File: src/rtl/pwm_capture_if.sv
// PWM capture port bundle: sampled line in, recovered duty/period out.
// The master drives the line; the capture block is the slave.
interface pwm_capture_if #(
  parameter int CNT_W = 16
);
  logic             pwm_i;
  logic [7:0]       duty_o;
  logic [CNT_W-1:0] period_o;
  logic [CNT_W-1:0] high_o;
  logic             valid_o;
  logic             timeout_o;
  logic             ovr_o;

  modport master (
    output pwm_i,
    input  duty_o, period_o, high_o,
    input  valid_o, timeout_o, ovr_o
  );

  modport slave (
    input  pwm_i,
    output duty_o, period_o, high_o,
    output valid_o, timeout_o, ovr_o
  );
endinterface

File: src/rtl/pwm_capture.sv
// PWM capture: measures period and high time of pwm_i between rises
// and converts them to an 8-bit duty code by restoring division.
module pwm_capture #(
  parameter int CNT_W   = 16,
  parameter int TIMEOUT = 65535
) (
  input  logic         clk_100m,
  input  logic         rst_n,
  pwm_capture_if.slave bus
);
  typedef enum logic [1:0] {IDLE, DIV, DONE} state_e;

  localparam logic [CNT_W-1:0] CMAX = '1;
  localparam logic [CNT_W-1:0] TO   = CNT_W'(TIMEOUT);

  state_e state_q, state_d;
  logic sy1_q, sy2_q, sd_q;
  logic [CNT_W-1:0] cnt_q, cnt_d;
  logic [CNT_W-1:0] hcnt_q, hcnt_d;
  logic [CNT_W-1:0] per_q, per_d;
  logic [CNT_W-1:0] hi_q, hi_d;
  logic [CNT_W-1:0] rem_q, rem_d;
  logic [7:0]       quo_q, quo_d;
  logic [2:0]       step_q, step_d;
  logic             armed_q, armed_d;
  logic [7:0]       duty_q, duty_d;
  logic [CNT_W-1:0] period_q, period_d;
  logic [CNT_W-1:0] high_q, high_d;
  logic             valid_q, valid_d;
  logic             tout_q, tout_d;
  logic             ovr_q, ovr_d;

  logic             rise;
  logic             to_hit;
  logic [CNT_W:0]   r;
  logic             qbit;
  logic [7:0]       quo_n;

  assign rise   = sy2_q & ~sd_q;
  assign to_hit = ~rise & (state_q == IDLE) & (cnt_q >= TO);
  // rem < per_l always, so the shifted remainder fits in CNT_W+1 bits
  assign r      = {rem_q, 1'b0};
  assign qbit   = r >= {1'b0, per_q};
  assign quo_n  = {quo_q[6:0], qbit};

  always_comb begin
    state_d  = state_q;
    cnt_d    = cnt_q;
    hcnt_d   = hcnt_q;
    per_d    = per_q;
    hi_d     = hi_q;
    rem_d    = rem_q;
    quo_d    = quo_q;
    step_d   = step_q;
    armed_d  = armed_q;
    duty_d   = duty_q;
    period_d = period_q;
    high_d   = high_q;
    tout_d   = tout_q;
    valid_d  = 1'b0;
    ovr_d    = 1'b0;

    if (rise) begin
      cnt_d  = CNT_W'(1);
      hcnt_d = CNT_W'(1);
    end else begin
      if (cnt_q != CMAX) cnt_d = cnt_q + 1'b1;
      if (sy2_q && hcnt_q != CMAX) hcnt_d = hcnt_q + 1'b1;
    end

    if (rise) begin
      if (!armed_q) begin
        armed_d = 1'b1;
      end else if (state_q == IDLE) begin
        per_d   = cnt_q;
        hi_d    = hcnt_q;
        rem_d   = hcnt_q;
        quo_d   = '0;
        step_d  = '0;
        state_d = DIV;
      end else begin
        ovr_d = 1'b1;
      end
    end

    unique case (state_q)
      IDLE: begin
        if (to_hit) begin
          duty_d   = sy2_q ? 8'hff : 8'h00;
          period_d = '0;
          high_d   = sy2_q ? TO : '0;
          valid_d  = 1'b1;
          tout_d   = 1'b1;
          armed_d  = 1'b0;
          cnt_d    = '0;
          state_d  = DONE;
        end
      end
      DIV: begin
        rem_d  = qbit ? CNT_W'(r - {1'b0, per_q}) : r[CNT_W-1:0];
        quo_d  = quo_n;
        step_d = step_q + 3'd1;
        if (step_q == 3'd7) begin
          duty_d   = quo_n;
          period_d = per_q;
          high_d   = hi_q;
          valid_d  = 1'b1;
          tout_d   = 1'b0;
          state_d  = DONE;
        end
      end
      DONE:    state_d = IDLE;
      default: state_d = IDLE;
    endcase
  end

  always_ff @(posedge clk_100m or negedge rst_n) begin
    if (!rst_n) begin
      state_q  <= IDLE;
      sy1_q    <= 1'b0;
      sy2_q    <= 1'b0;
      sd_q     <= 1'b0;
      cnt_q    <= '0;
      hcnt_q   <= '0;
      per_q    <= '0;
      hi_q     <= '0;
      rem_q    <= '0;
      quo_q    <= '0;
      step_q   <= '0;
      armed_q  <= 1'b0;
      duty_q   <= '0;
      period_q <= '0;
      high_q   <= '0;
      valid_q  <= 1'b0;
      tout_q   <= 1'b0;
      ovr_q    <= 1'b0;
    end else begin
      state_q  <= state_d;
      sy1_q    <= bus.pwm_i;
      sy2_q    <= sy1_q;
      sd_q     <= sy2_q;
      cnt_q    <= cnt_d;
      hcnt_q   <= hcnt_d;
      per_q    <= per_d;
      hi_q     <= hi_d;
      rem_q    <= rem_d;
      quo_q    <= quo_d;
      step_q   <= step_d;
      armed_q  <= armed_d;
      duty_q   <= duty_d;
      period_q <= period_d;
      high_q   <= high_d;
      valid_q  <= valid_d;
      tout_q   <= tout_d;
      ovr_q    <= ovr_d;
    end
  end

  assign bus.duty_o    = duty_q;
  assign bus.period_o  = period_q;
  assign bus.high_o    = high_q;
  assign bus.valid_o   = valid_q;
  assign bus.timeout_o = tout_q;
  assign bus.ovr_o     = ovr_q;
endmodule

File: src/flat_wrapper.sv
// flat-port wrapper written by rule: the top's interface ports become plain ports
module pwm_capture_flat 
#(
  parameter int CNT_W   = 16,
  parameter int TIMEOUT = 65535
)
  (clk_100m, rst_n, bus_pwm_i, bus_duty_o, bus_period_o, bus_high_o, bus_valid_o, bus_timeout_o, bus_ovr_o);
  pwm_capture_if #(.CNT_W(CNT_W)) bus_i ();
  input  logic clk_100m;
  input  logic rst_n;
  input wire logic [$bits(bus_i.pwm_i)-1:0] bus_pwm_i;
  output wire logic [$bits(bus_i.duty_o)-1:0] bus_duty_o;
  output wire logic [$bits(bus_i.period_o)-1:0] bus_period_o;
  output wire logic [$bits(bus_i.high_o)-1:0] bus_high_o;
  output wire logic [$bits(bus_i.valid_o)-1:0] bus_valid_o;
  output wire logic [$bits(bus_i.timeout_o)-1:0] bus_timeout_o;
  output wire logic [$bits(bus_i.ovr_o)-1:0] bus_ovr_o;
  assign bus_i.pwm_i = bus_pwm_i;
  assign bus_duty_o = bus_i.duty_o;
  assign bus_period_o = bus_i.period_o;
  assign bus_high_o = bus_i.high_o;
  assign bus_valid_o = bus_i.valid_o;
  assign bus_timeout_o = bus_i.timeout_o;
  assign bus_ovr_o = bus_i.ovr_o;
  pwm_capture #(.CNT_W(CNT_W), .TIMEOUT(TIMEOUT)) u_core (.clk_100m(clk_100m), .rst_n(rst_n), .bus(bus_i));
endmodule
File: config.mk
export PLATFORM = sky130hd
export DESIGN_NAME = pwm_capture_flat
export DESIGN_NICKNAME = d
export VERILOG_FILES = /design/src/rtl/pwm_capture_if.sv /design/src/rtl/pwm_capture.sv /design/src/flat_wrapper.sv
export SDC_FILE = /design/constraint.sdc
export NUM_CORES = 1
export LEC_CHECK = 0
export ABC_AREA = 1
export CAP_MARGIN = 20
export CELL_PAD_IN_SITES_DETAIL_PLACEMENT = 1
export CELL_PAD_IN_SITES_GLOBAL_PLACEMENT = 1
export CORE_AREA = 2 2 132 134
export CTS_BUF_LIST = sky130_fd_sc_hd__clkbuf_16
export DETAILED_ROUTE_END_ITERATION = 16
export DIE_AREA = 0 0 134 136
export PLACE_DENSITY = 0.8
export SLEW_MARGIN = 30
export SYNTH_ARGS = -nofsm -noshare
export SYNTH_HDL_FRONTEND = slang
export SYNTH_SLANG_ARGS = --single-unit
File: constraint.sdc
create_clock -name clk_100m -period 2.2 [get_ports clk_100m]
set_input_delay 0.22 -clock clk_100m [delete_from_list [all_inputs] [get_ports clk_100m]]
set_output_delay 0.22 -clock clk_100m [all_outputs]
set_load 0.01 [all_outputs]
==> flow_summary.yaml <==
setup_path:
  crit_buf_inv: 3
  critPathMaxFanout: 7
  critPathLaunchType: "flip-flop"
  cp_top_family: "simple AND/OR/NAND/NOR gates"
  crit_path_top_delay_cell: "dfrtp_2"
  slowest_delay_ns: 0.44
  critPathKind: "reg2reg"
  worstPathRequired_ns: 2.53
  cpMostUsedCell: "nand2_1"
  crit_chain: "ha_4, nand2_1, nor2_2, inv_1, nor3_1, nand2_1, nand2_2, buf_4, nand2_1, o21ai_1, nand2_1, nand2_1, inv_1"
  worstSetupEndpointType: "flip-flop"
  arrival_ns: 2.46
sta:
  maxSlewViolCount: 0
  setup_tns_ns: 0
  fmax_mhz: 470.1
  worst_pin_slew_ns: 0.7618
  fin_skew_ns: 0.009368
  rsz0062_at_grt: "true"
  hold_viol: 0
  period_needed_ns: 2.127
  slew-limit-headroom: 0.4882
  finalCritPeriodShare: 0.9669
  finalSetupViolations: 0
floorplan:
  coreArea_um2: 16880
  num_io_pins: 46
  start_util: 0.4396
  fp-row-count: 48
  dieArea_um2: 18220
  die_h_um: 136
  die_width_um: 134
logic_synthesis:
  yosys.area.top_type: "dfrtp_1"
  ys_top_cells_by_area: "dfrtp_1, nand2_1, inv_1, nand3_1, o21ai_0"
  synth_area_um2: 7418
  syn_nets: 924
  synth_top_area_frac: 0.4689
  yosysSeqAreaShare: 0.4689
  synth_area_per_cell_um2: 8.243
  postSynthCellCount: 900
  ys_warn_count: 0
  ys_ff_latch: 139
  synth_cell_types: 45
run:
  drv_cap: 0
final_layout:
  diodes: 0
  area_growth_pct: 21.91
  nets: 984
  postLayoutCoreUtil: 0.5359
  drive_above_1_share: 0.1542
global_route:
  overflow: 0
  grt_antenna_before_repair: 0
  grt_max_degree: 55
  grt_usage: 0.2561
  grt_pass1_vias: 6739
  grt_pass1_wl_mm: 35.94
power:
  power.leakage_uw: 0.004126
  max-vdd-ir-drop_mv: 0.8028
  total_power_uw: 13560
  power_density_nw_per_um2: 1500
route:
  route.detailed.drc: 0
  routed-via-count: 6390
  wl_mm: 22.31
  ant_nets: 0
  drt_iter0_drc: 422
  dr.pass1.iters: 4
  wl_per_cell_um: 18.62
  drt-vias-per-instance: 5.334
clocking:
  clock_path_buffers: 2
  clk_pin_slew_worst_paths_ns: 0.07
  cts.sinks: 139
  cts_buffers: 17
  cts_tree: "done"
  clk_latency_ns: 0.44
  clockRootBuffer: "clkbuf_16"
  h-tree-depth: 4
min_path:
  hold_path.class: "in2reg"
placement:
  io_buffers: 45
  gp_congestion: 0.9274
  dp_hpwl_mm: 15.57
outcome:
  outcome: "finished clean"
[logic make-up after synthesis]
kind of cell,share of synthesized area
flip-flops,0.4689
multiplexers,0.003036
XOR/XNOR,0.02361
adder cells (fa/ha/maj),0.03643
AO/OA/AOI/OAI,0.1305
AND/OR/NAND/NOR,0.2525
buffers and inverters,0.08501
[per-layer routing]
metal | up-vias | part of all wire | track usage
met5 | - | 0 | 0
met4 | 0 | 0.025 | 0.09515
met3 | 36 | 0.036 | 0.05034
met2 | 107 | 0.48 | 0.4171
met1 | 3193 | 0.46 | 0.3402
li1 | 3054 | - | -
[sequential cells by signal, indices dropped and copies added, names as in the netlist]
register              flops
u_core.quo_q              7
u_core.bus.timeout_o      1
u_core.armed_q            1
u_core.state_q            2
u_core.sd_q               1
u_core.rem_q             16
u_core.bus.duty_o         8
u_core.cnt_q             16
u_core.hcnt_q            16
u_core.step_q             3
u_core.bus.period_o      16
u_core.hi_q              16
u_core.sy2_q              1
u_core.sy1_q              1
u_core.bus.valid_o        1
u_core.bus.high_o        16
u_core.per_q             16
u_core.bus.ovr_o          1
[worst register-to-register path: cells and delay by family, from the launching register on]
family,cells,cell delay [ns]
fa+ha+maj,1,0.30
simple gates,8,0.91
buf+inv,3,0.28
compound gates,1,0.09
flops,1,0.44
[report_power, final]
part / total (uW) / leakage [uW] / switching [uW] / internal, uW
combinational: 6430 / 0.00202 / 3760 / 2670
sequential: 3850 / 0.00179 / 574 / 3270
clock: 3290 / 0.000320 / 1250 / 2040
[per-stage QoR]
| stage | setup WS [ns] | cell area (um2) | cells | hold WS (ns) |
|---|---|---|---|---|
| 4_1_cts | 0.02654 | 8902 | 1197 | 0.2094 |
| 6_report | 0.07291 | 9044 | 1198 | 0.2222 |
| 5_1_grt | -0.09273 | 9044 | 1198 | 0.2332 |
| 2_1_floorplan | 0.3823 | 7418 | 900 | -0.07559 |
| 3_5_place_dp | -0.01631 | 8209 | 1164 | 0.2205 |
| 3_3_place_gp | 0.06604 | 8209 | 1164 | 0.2248 |
[layout by cell type, fill, tap and decap left out, types with 29 or more instances in the layout]
master           netlist  routed
nand2_1              232     227
nand3_1               62      61
o21ai_0               60      60
nor2_1                56      50
clkdlybuf4s50_1        0      44
a21oi_1               39      39
dfrtp_1              139     138
nor2_2                24      29
inv_1                112     108
[Yosys cell counts (all sizes together)]
| master | instances |
|---|---|
| a31oi | 24 |
| inv | 115 |
| ha | 20 |
| o22ai | 5 |
| clkbuf | 14 |
| nand4 | 11 |
| buf | 18 |
| o41ai | 1 |
| fa | 1 |
| mux2 | 2 |
| nand2 | 234 |
| or2 | 2 |
| xor2 | 15 |
| dfrtp | 139 |
| xnor2 | 5 |
| nand3 | 64 |
| clkinv | 1 |
| a22o | 2 |
| nor2 | 81 |
| a211oi | 2 |
| a21oi | 40 |
| a22oi | 1 |
| and2 | 1 |
| nand3b | 6 |
| nor3 | 20 |
| o31ai | 6 |
| o21ai | 69 |
| nor3b | 1 |
[what timing repair did]
action,4_1_cts,5_1_grt
setup buffers,0,1
endpoints found under the setup margin,3,18
endpoints found under the hold margin,51,0
hold buffers,1,0
gates resized for setup,2,28
pin swaps,0,0
[worst paths after layout]
path | start | endpoint | slack [ns] | depth (start not counted)
hold / removal | bus_pwm_i | u_core.sy1_q | 0.22 | 1
min in group asynchronous | rst_n | u_core.cnt_q[8] | 0.31 | 2
setup / recovery | u_core.rem_q[11] | u_core.rem_q[7] | 0.07 | 13
hold reg to reg | u_core.sy1_q | u_core.sy2_q | 0.35 | 0
setup reg to reg | u_core.rem_q[11] | u_core.rem_q[7] | 0.07 | 13
max in group asynchronous | rst_n | u_core.cnt_q[3] | 1.15 | 3
[layout make-up]
type,count,area [um2]
Clock buffer,17,425.4
Clock inverter,15,232.7
Fill cell,1990,7833
Inverter,116,435.4
Multi-Input combinational cell,613,3475
Sequential cell,139,3480
Tap cell,225,281.5
Timing Repair Buffer,73,714.4
Power figures use the tool's default switching activity.
